File: src/rtl/flappy_pkg.sv
// flappy_pkg: shared phase encoding and default timing constants for the flappy-bird core
package flappy_pkg;
  typedef enum logic [2:0] {
    ST_IDLE      = 3'd0,
    ST_COUNTDOWN = 3'd1,
    ST_PLAY      = 3'd2,
    ST_PAUSE     = 3'd3,
    ST_DYING     = 3'd4,
    ST_OVER      = 3'd5
  } state_e;
  localparam int SCORE_W             = 16;
  localparam int TICK_DIV_DEF        = 10_000_000;
  localparam int COUNTDOWN_TICKS_DEF = 30;
  localparam int DYING_TICKS_DEF     = 20;
endpackage

File: src/rtl/tick_gen.sv
// tick_gen: free-running divider emitting a registered one-cycle pulse at each wrap
module tick_gen #(
  parameter int DIV = 4
) (
  input  logic clk,
  input  logic rst,
  input  logic clr,
  output logic tick_raw
);
  localparam int W = DIV > 1 ? $clog2(DIV) : 1;
  logic [W-1:0] cnt_d, cnt_q;
  logic tick_d, tick_q;
  logic wrap;
  assign wrap = cnt_q == W'(DIV - 1);
  // clear restarts the period so the first pulse lands a full period later
  always_comb begin
    cnt_d  = clr || wrap ? '0 : cnt_q + 1'b1;
    tick_d = !clr && wrap;
  end
  // divider state, asynchronously reset
  always_ff @(posedge clk or negedge rst) begin
    if (!rst) begin
      cnt_q  <= '0;
      tick_q <= 1'b0;
    end else begin
      cnt_q  <= cnt_d;
      tick_q <= tick_d;
    end
  end
  assign tick_raw = tick_q;
endmodule

File: src/rtl/game_sequencer.sv
// game_sequencer: round phase FSM, physics tick gating, core reset and session high score
module game_sequencer #(
  parameter int TICK_DIV        = flappy_pkg::TICK_DIV_DEF,
  parameter int COUNTDOWN_TICKS = flappy_pkg::COUNTDOWN_TICKS_DEF,
  parameter int DYING_TICKS     = flappy_pkg::DYING_TICKS_DEF,
  parameter int SCORE_W         = flappy_pkg::SCORE_W
) (
  input  logic               clk,
  input  logic               rst,
  input  logic               start,
  input  logic               mode,
  input  logic               fail,
  input  logic [SCORE_W-1:0] score,
  output logic               tick,
  output logic               core_rst,
  output logic [2:0]         state,
  output logic [1:0]         countdown,
  output logic               mode_lat,
  output logic [SCORE_W-1:0] high_score,
  output logic               new_record
);
  import flappy_pkg::*;
  localparam int CD_W = $clog2(COUNTDOWN_TICKS + 1);
  localparam int DY_W = $clog2(DYING_TICKS + 1);
  state_e state_d, state_q;
  logic [CD_W-1:0] cd_d, cd_q;
  logic [DY_W-1:0] dy_d, dy_q;
  logic [SCORE_W-1:0] high_score_d, high_score_q;
  logic mode_lat_d, mode_lat_q, new_record_d, new_record_q;
  logic start_q, start_rise, tick_raw, clr;
  assign start_rise = start & ~start_q;
  tick_gen #(.DIV(TICK_DIV)) u_tick_gen (
    .clk      (clk),
    .rst      (rst),
    .clr      (clr),
    .tick_raw (tick_raw)
  );
  // phase transitions; clr realigns the divider on every countdown entry
  always_comb begin
    state_d      = state_q;
    cd_d         = cd_q;
    dy_d         = dy_q;
    mode_lat_d   = mode_lat_q;
    high_score_d = high_score_q;
    new_record_d = new_record_q;
    clr          = 1'b0;
    case (state_q)
      ST_IDLE, ST_OVER: if (start_rise) begin
        state_d      = ST_COUNTDOWN;
        cd_d         = CD_W'(COUNTDOWN_TICKS - 1);
        mode_lat_d   = mode;
        new_record_d = 1'b0;
        clr          = 1'b1;
      end
      ST_COUNTDOWN: if (tick_raw) begin
        if (cd_q == '0) state_d = ST_PLAY;
        else cd_d = cd_q - 1'b1;
      end
      ST_PLAY: if (fail) begin
        state_d = ST_DYING;
        dy_d    = DY_W'(DYING_TICKS - 1);
      end else if (start_rise) state_d = ST_PAUSE;
      ST_PAUSE: if (start_rise) state_d = ST_PLAY;
      ST_DYING: if (tick_raw) begin
        if (dy_q == '0) begin
          state_d = ST_OVER;
          if (score > high_score_q) begin
            high_score_d = score;
            new_record_d = 1'b1;
          end
        end else dy_d = dy_q - 1'b1;
      end
      default: state_d = ST_IDLE;
    endcase
  end
  // sequencer registers, all cleared by the board reset
  always_ff @(posedge clk or negedge rst) begin
    if (!rst) begin
      state_q      <= ST_IDLE;
      cd_q         <= '0;
      dy_q         <= '0;
      mode_lat_q   <= 1'b0;
      high_score_q <= '0;
      new_record_q <= 1'b0;
      start_q      <= 1'b0;
    end else begin
      state_q      <= state_d;
      cd_q         <= cd_d;
      dy_q         <= dy_d;
      mode_lat_q   <= mode_lat_d;
      high_score_q <= high_score_d;
      new_record_q <= new_record_d;
      start_q      <= start;
    end
  end
  assign tick       = tick_raw & (state_q == ST_PLAY || state_q == ST_DYING);
  assign core_rst   = !(state_q == ST_IDLE || state_q == ST_COUNTDOWN);
  assign state      = state_q;
  assign countdown  = state_q != ST_COUNTDOWN ? 2'd0 :
                      cd_q >= CD_W'(2 * COUNTDOWN_TICKS / 3) ? 2'd3 :
                      cd_q >= CD_W'(COUNTDOWN_TICKS / 3) ? 2'd2 : 2'd1;
  assign mode_lat   = mode_lat_q;
  assign high_score = high_score_q;
  assign new_record = new_record_q;
endmodule

File: config.mk
export PLATFORM = sky130hd
export DESIGN_NAME = game_sequencer
export DESIGN_NICKNAME = d
export VERILOG_FILES = /design/src/rtl/flappy_pkg.sv /design/src/rtl/tick_gen.sv /design/src/rtl/game_sequencer.sv
export SDC_FILE = /design/constraint.sdc
export NUM_CORES = 1
export LEC_CHECK = 0
export BUFFER_PORTS_ARGS = -buffer_cell sky130_fd_sc_hd__buf_2
export CAP_MARGIN = 30
export CELL_PAD_IN_SITES_DETAIL_PLACEMENT = 1
export CELL_PAD_IN_SITES_GLOBAL_PLACEMENT = 2
export CORE_MARGIN = 4
export CORE_UTILIZATION = 35
export CTS_BUF_LIST = sky130_fd_sc_hd__clkbuf_8
export CTS_CLUSTER_DIAMETER = 30
export CTS_CLUSTER_SIZE = 40
export DETAILED_ROUTE_END_ITERATION = 8
export GPL_ROUTABILITY_DRIVEN = 0
export GPL_TIMING_DRIVEN = 0
export HOLD_SLACK_MARGIN = 0.06
export PLACE_DENSITY = 0.81
export RECOVER_POWER = 100
export SYNTH_ARGS = -nofsm -noshare
export SYNTH_HDL_FRONTEND = slang
export SYNTH_SLANG_ARGS = --single-unit
File: constraint.sdc
create_clock -name clk -period 5 [get_ports clk]
set_input_delay 0 -clock clk [delete_from_list [all_inputs] [get_ports clk]]
set_output_delay 0 -clock clk [all_outputs]
set_load 0.02 [all_outputs]
==> results.md, run 1 <==
* Finish-stage setup viols at 0
* Sequential fraction of the synthesis area at 45.1%
* Post-Syn Instances at 329
* Clock Skew at 13.5 ps
* Max VDD drop at 0.186 mV
* Worst-Margin Slew at roughly 1800 ps
* Cells after DPL at between 400 and 500
* Clk buf depth at 2
* Layout Cells excl Fill at 519
* # IOs at 46
* Reg clk slew, reported paths at 60 ps
* Hold slack final at 343 ps
* Routed Antenna Nets at 0
* Vias per cell at around 4.9
* Commonest non-fill, non-tap cells in the layout: 57 x dfrtp_1, 51 x nor2_1, 33 x clkbuf_1, 33 x nand2_1, 29 x inv_1
* Die X at 103 um
* Overall routed net length at between 7 and 8 mm
* Cts repair resizes at 0
* Post-Syn Area at ~3200 um^2
* Filler cells at 1,053
* Root Buffer: clkbuf_8
* WP data required at approximately 5200 ps
* RSZ-0062 raised after global routing: no
* CORE AREA at 8760 um^2
* Power Total at 1.27 mW
* Flops & latches, synth at 57
* Synthesized area per cell at 9.61 um^2
* Routed WL per cell at 14.0 um
* ANT cells at 0
* Clk Latency, worst-skew pair at 330 ps
* Setup TNS Final at 0 ps
* Grt ovf at 0
* Yosys warns at 0
* Crit-path max FO at 10
* Fmax at 0.319 GHz
* Die Area at around 11,000 um^2
* CP startpoint kind: register
* Vias at around 2,600
* Vias in the first global route at about 2,700
* Slew Limit Fails at 34
* Pin count of the biggest net entering global routing at 34
* Min Tclk post-route at about 3100 ps
* Reg2reg path depth at 8
* Pre-CTS WS at ~2600 ps
* Port Buffers at 45
* Commonest non-fill, non-tap cell in the layout: dfrtp_1
* Final period utilization at between 60% and 70%
* Max-Cap Viols at 1
* Final worst slack at 1860 ps
* Layout cells sized above 1 at 9.98%
* Worst Hold Depth at 2
* Fin util at 43.8%
* Clk sinks at 57
* Failing checks: max-capacitance violations, max-slew violations
* Final instance area at 3840 um^2
* First-pass GRT wire length at about 13 mm
* Final hold violations at 0
* Total GRT Usage at about 15%
* Starting Density at 36.1%
* Worst Setup End Kind: register
* CP Class: reg2reg
* DP HPWL at 5.19 mm
* Hold Crit Class: in2reg
* DRC viols at 0
* Die height at 103 um
* Row cnt at 34
* H-tree Lvls at 3
* CTS tree: built
* Leakage at 1.78 nW
* Max-slew headroom at -19.5%
* Power Dens Cells at 330 nW/um^2
* Drt pass-1 iters at 4
* Synthesized net count at 371
* Cell Area, Placed at 3540 um^2
* Antenna violations before repair at 0
* Cts bufs inserted at 9
* Syn-to-layout area delta at 21.3%
* Crit path DAT at 3340 ps
* Outcome: finished, violations left
* Initial DRC count at 79
* Netlist cell types at 41
* Nets at 448
## cell families (layout without fill, tap and decap cells)
kind of cell	Yosys count	in the layout	share of synthesized area, %
buffers and inverters	37	119	4.94
XOR/XNOR	28	28	7.75
adder cells (fa/ha/maj)	21	21	8.31
flip-flops	57	57	45.1
AND/OR/NAND/NOR	135	135	20.1
multiplexers	16	16	6.76
AO/OA/AOI/OAI	35	35	7.00
## critical path, cell delays in order, from the launching register on
cell	delay (ps)
dfrtp_1	370
inv_1	50
ha_1	310
nand4_1	160
nor4_1	90
a22o_1	200
o31ai_1	910
clkbuf_1	540
mux2_1	390
## layout make-up
| type | instances | area [um^2] | area share, % |
|---|---|---|---|
| Multi-Input combinational cell | 235 | 1530 | 39.8 |
| Sequential cell | 57 | 1430 | 37.2 |
| Timing Repair Buffer | 66 | 397 | 10.3 |
| Clock buffer | 12 | 165 | 4.31 |
| Tap cell | 108 | 135 | 3.52 |
| Inverter | 29 | 109 | 2.84 |
| Clock inverter | 4 | 42.5 | 1.11 |
| Buffer | 8 | 35.0 | 0.913 |
## path summary, 6_finish.rpt
path,startpoint,to,slack [ps]
min in group asynchronous,rst,high_score[2],520
min,start,start_q,340
max reg2reg,high_score[15],high_score[12],1860
min reg2reg,mode_lat,mode_lat,490
max,high_score[15],high_score[12],1860
max in group asynchronous,rst,high_score[12],2170
## metal layers
metal	GRT usage, %	up-vias	share of wire, %
li1	-	1263	-
met1	19.9	1235	46
met2	25.6	46	49
met3	4.26	6	4.1
met4	4.18	0	0.96
met5	0	-	0
## registers in the layout, indices dropped and copies added, names as in the netlist
signal / count
dy_q: 5
mode_lat: 1
high_score: 16
u_tick_gen.cnt_q: 24
start_q: 1
cd_q: 5
state: 3
u_tick_gen.tick_raw: 1
new_record: 1
## Yosys cell counts (all sizes together)
| cell type | number | share of area (%) |
|---|---|---|
| nand3 | 14 | 2.2 |
| a211oi | 1 | 0.24 |
| a22o | 1 | 0.28 |
| and2 | 1 | 0.20 |
| nor4b | 3 | 1.0 |
| a21o | 1 | 0.24 |
| o32a | 1 | 0.32 |
| o31ai | 1 | 0.67 |
| xnor2 | 14 | 3.9 |
| or3 | 3 | 0.59 |
| buf | 7 | 1.4 |
| and3 | 7 | 1.4 |
| nor4 | 4 | 0.79 |
| dfrtp | 57 | 45 |
| o2111a | 1 | 0.36 |
| o22ai | 1 | 0.20 |
| a31oi | 1 | 0.20 |
| a21oi | 15 | 2.4 |
| o22a | 2 | 0.55 |
| or3b | 1 | 0.28 |
| nand4 | 5 | 0.99 |
| or4 | 2 | 0.59 |
| nor2 | 51 | 6.1 |
| xor2 | 14 | 3.9 |
| ha | 21 | 8.3 |
| clkbuf | 1 | 0.12 |
| o21ai | 10 | 1.6 |
| inv | 29 | 3.4 |
| nand2b | 1 | 0.20 |
| nand2 | 33 | 3.9 |
| mux2 | 16 | 6.8 |
| nor3 | 10 | 1.9 |
## timing repair
item	in CTS	in global routing
hold buffers	20	0
hold endpoints to repair	43	0
setup buffers	0	0
## power breakdown
part	internal, mW	switching (mW)	total, mW	leakage, nW
registers	0.504	0.0447	0.549	0.759
clock network	0.267	0.182	0.449	0.115
logic	0.105	0.164	0.269	0.906
total	0.876	0.391	1.27	1.78
Note: power is estimated with default switching activity, not from simulation.
==> inputs of run 2 (changes only) <==
CORE_UTILIZATION = 33   (was 35)
PLACE_DENSITY = 0.8   (was 0.81)
clock period = 2.8 ns   (was 5 ns; I/O delays follow)
==> run 2 against run 1 <==
  * The run still ends with max-capacitance violations, max-slew violations left
  * Die area is 5.6% higher
  * Register-to-register slack worse by 1500 ps
  * Clock skew down 5.9 ps
  * Utilization is 2.0 points lower
  * Critical path type unchanged
  * Largest cell class unchanged
  * First-iteration DRC count is 22% lower
  * Highest routed layer unchanged
  * Global-route usage fell by 0.93 points
  * Worst hold slack better by 17 ps
  * Worst setup slack worse by 1500 ps
  * Flip-flop and latch count unchanged
  * Sequential power grew 79%
  * Largest power group unchanged
  * Non-clock buffer count stayed put
==> results.md, run 2 (synthesis gave the netlist of run 1 again) <==
* CORE AREA at 9280 um^2 (was 8760 um^2)
* Reg clk slew, reported paths at 70 ps (was 60 ps)
* Clk sinks at 57 (unchanged)
* Root Buffer: clkbuf_8 (unchanged)
* Leakage at 1.78 nW (about the same)
* Grt ovf at 0 (unchanged)
* DRC viols at 0 (unchanged)
* Antenna violations before repair at 0 (unchanged)
* RSZ-0062 raised after global routing: no (unchanged)
* Vias in the first global route at 2,752 (was 2,665)
* Max-slew headroom at -2.11% (was -19.5%)
* CP Launch Point: high_score[3] (was high_score[15])
* Worst Hold Depth at 2 (unchanged)
* # IOs at 46 (unchanged)
* Cell chain of the critical path: inv_1, ha_1, a21oi_1, o21ai_0, a22o_1, o31ai_4, buf_6, mux2_1 (was inv_1, ha_1, nand4_1, nor4_1, a22o_1, o31ai_1, clkbuf_1, mux2_1)
* CTS hold repair buffers at 20 (unchanged)
* Commonest non-fill, non-tap cell in the layout: dfrtp_1 (unchanged)
* Outcome: finished, violations left (unchanged)
* Worst reg2reg endpoint: high_score[6] (was high_score[12])
* Biggest register: u_tick_gen.cnt_q (unchanged)
* Clk buf depth at 2 (unchanged)
* Start point of the worst hold path: start (unchanged)
* Pin count of the biggest net entering global routing at 31 (was 34)
* Fin util at 41.8% (was 43.8%)
* Max VDD drop at 0.263 mV (was 0.186 mV)
* Layout cells sized above 1 at 11.0% (was 9.98%)
* CTS tree: built (unchanged)
* Worst Setup End Kind: register (unchanged)
* Failing checks: max-capacitance violations, max-slew violations (unchanged)
* DP HPWL at 5.33 mm (was 5.19 mm)
* ANT cells at 0 (unchanged)
* Clock Skew at 7.57 ps (was 13.5 ps)
* Drt pass-1 iters at 4 (unchanged)
* Crit path max-delay cell type: o31ai_4 (was o31ai_1)
* Overall routed net length at 7.33 mm (was 7.26 mm)
* Fmax at 0.417 GHz (was 0.319 GHz)
* First-pass GRT wire length at 13.3 mm (was 12.9 mm)
* Cts repair resizes at 0 (unchanged)
* R2r setup slk at 400 ps (was 1860 ps)
* Vias per cell at 4.68 (was 4.91)
* H-tree Lvls at 3 (unchanged)
* Final hold violations at 0 (unchanged)
* Cts bufs inserted at 9 (unchanged)
* Syn-to-layout area delta at 22.6% (was 21.3%)
* Finish-stage setup viols at 0 (unchanged)
* Hold slack final at 360 ps (was 343 ps)
* Setup TNS Final at 0 ps (unchanged)
* Layout Cells excl Fill at 539 (was 519)
* Clk Latency, worst-skew pair at 330 ps (about the same)
* Power Total at 2.23 mW (was 1.27 mW)
* Row cnt at 35 (was 34)
* Vias at 2,525 (was 2,550)
* CP Class: reg2reg (unchanged)
* Max-Cap Viols at 1 (unchanged)
* Postcts setup bufs at 0 (unchanged)
* Final period utilization at 85.7% (was 62.8%)
* Hold endpoint: start_q (unchanged)
* WP data required at 3010 ps (was 5200 ps)
* Initial DRC count at 62 (was 79)
* Routed Antenna Nets at 0 (unchanged)
* Starting Density at 34.1% (was 36.1%)
* Die Area at 11,200 um^2 (was 10,600 um^2)
* Max FFs per register at 24 (unchanged)
* Die X at 106 um (was 103 um)
* Min Tclk post-route at 2400 ps (was 3140 ps)
* Filler cells at 1,131 (was 1,053)
* Max incr delay on CP at 470 ps (was 910 ps)
* Slew Limit Fails at 29 (was 34)
* Commonest non-fill, non-tap cells in the layout: 57 x dfrtp_1, 51 x nor2_1, 33 x nand2_1, 31 x clkbuf_1, 28 x inv_1 (was 57 x dfrtp_1, 51 x nor2_1, 33 x clkbuf_1, 33 x nand2_1, 29 x inv_1)
* Worst-Margin Slew at 1530 ps (was 1790 ps)
* Die height at 106 um (was 103 um)
* Total GRT Usage at 14.5% (was 15.4%)
* Hold Crit Class: in2reg (unchanged)
* Reg2reg path depth at 8 (unchanged)
* CP startpoint kind: register (unchanged)
* Crit-path max FO at 10 (unchanged)
* Port Buffers at 45 (unchanged)
* Cells after DPL at 504 (was 483)
* Crit path DAT at 2610 ps (was 3340 ps)
* Routed WL per cell at 13.6 um (was 14.0 um)
* Nets at 448 (unchanged)
* Power Dens Cells at 576 nW/um^2 (was 330 nW/um^2)
* R2r startpoint: high_score[3] (was high_score[15])
run 2: cell count changes in the layout (fill, tap and decap cells not counted), sizes merged:
cell    previous run  this run
clkbuf            45        43
buf               21        22
clkinv             1         2
inv               31        30
run 2: through the flow:
step	area (um^2)	setup WS, ps
6_report	3880	402
3_5_place_dp	3570	406
4_1_cts	3970	369
2_1_floorplan	3160	532
5_1_grt	3880	199
3_3_place_gp	3550	448
run 2: worst max path at each step:
| stage | to | cells after the start |
|---|---|---|
| 2_1_floorplan | high_score[10] | 8 |
| 3_3_place_gp | high_score[9] | 8 |
| 3_5_place_dp | high_score[14] | 8 |
| 4_1_cts | high_score[14] | 8 |
| 5_1_grt | high_score[11] | 8 |
| 6_report | high_score[6] | 8 |
run 2: layout make-up:
type / instances / area, um^2 / area share (%)
Sequential cell: 57 / 1430 / 36.8
Clock inverter: 4 / 43.8 / 1.13
Timing Repair Buffer: 66 / 398 / 10.3
Inverter: 29 / 109 / 2.81
Tap cell: 129 / 161 / 4.16
Buffer: 8 / 42.5 / 1.10
Multi-Input combinational cell: 235 / 1550 / 39.9
Clock buffer: 11 / 151 / 3.90
run 2: where the power goes:
group	total, mW	leakage, nW	switching [mW]	internal [mW]
clock network	0.770	0.106	0.322	0.448
registers	0.982	0.759	0.0812	0.900
logic	0.483	0.915	0.295	0.189
total	2.23	1.78	0.698	1.54
run 2: metal layers:
layer,wire length (um),part of all wire (%),GRT usage [%],up-vias
li1,-,-,-,1258
met1,3410,46,19.0,1216
met2,3550,48,23.8,43
met3,271,3.7,3.28,8
met4,99,1.4,4.72,0
met5,0,0,0,-
run 2: critical path, delay by kind of cell (launching register included):
kind / cells / cell delay (ps)
buf+inv: 2 / 280
mux: 1 / 340
compound gates: 4 / 990
fa+ha+maj: 1 / 290
flops: 1 / 370
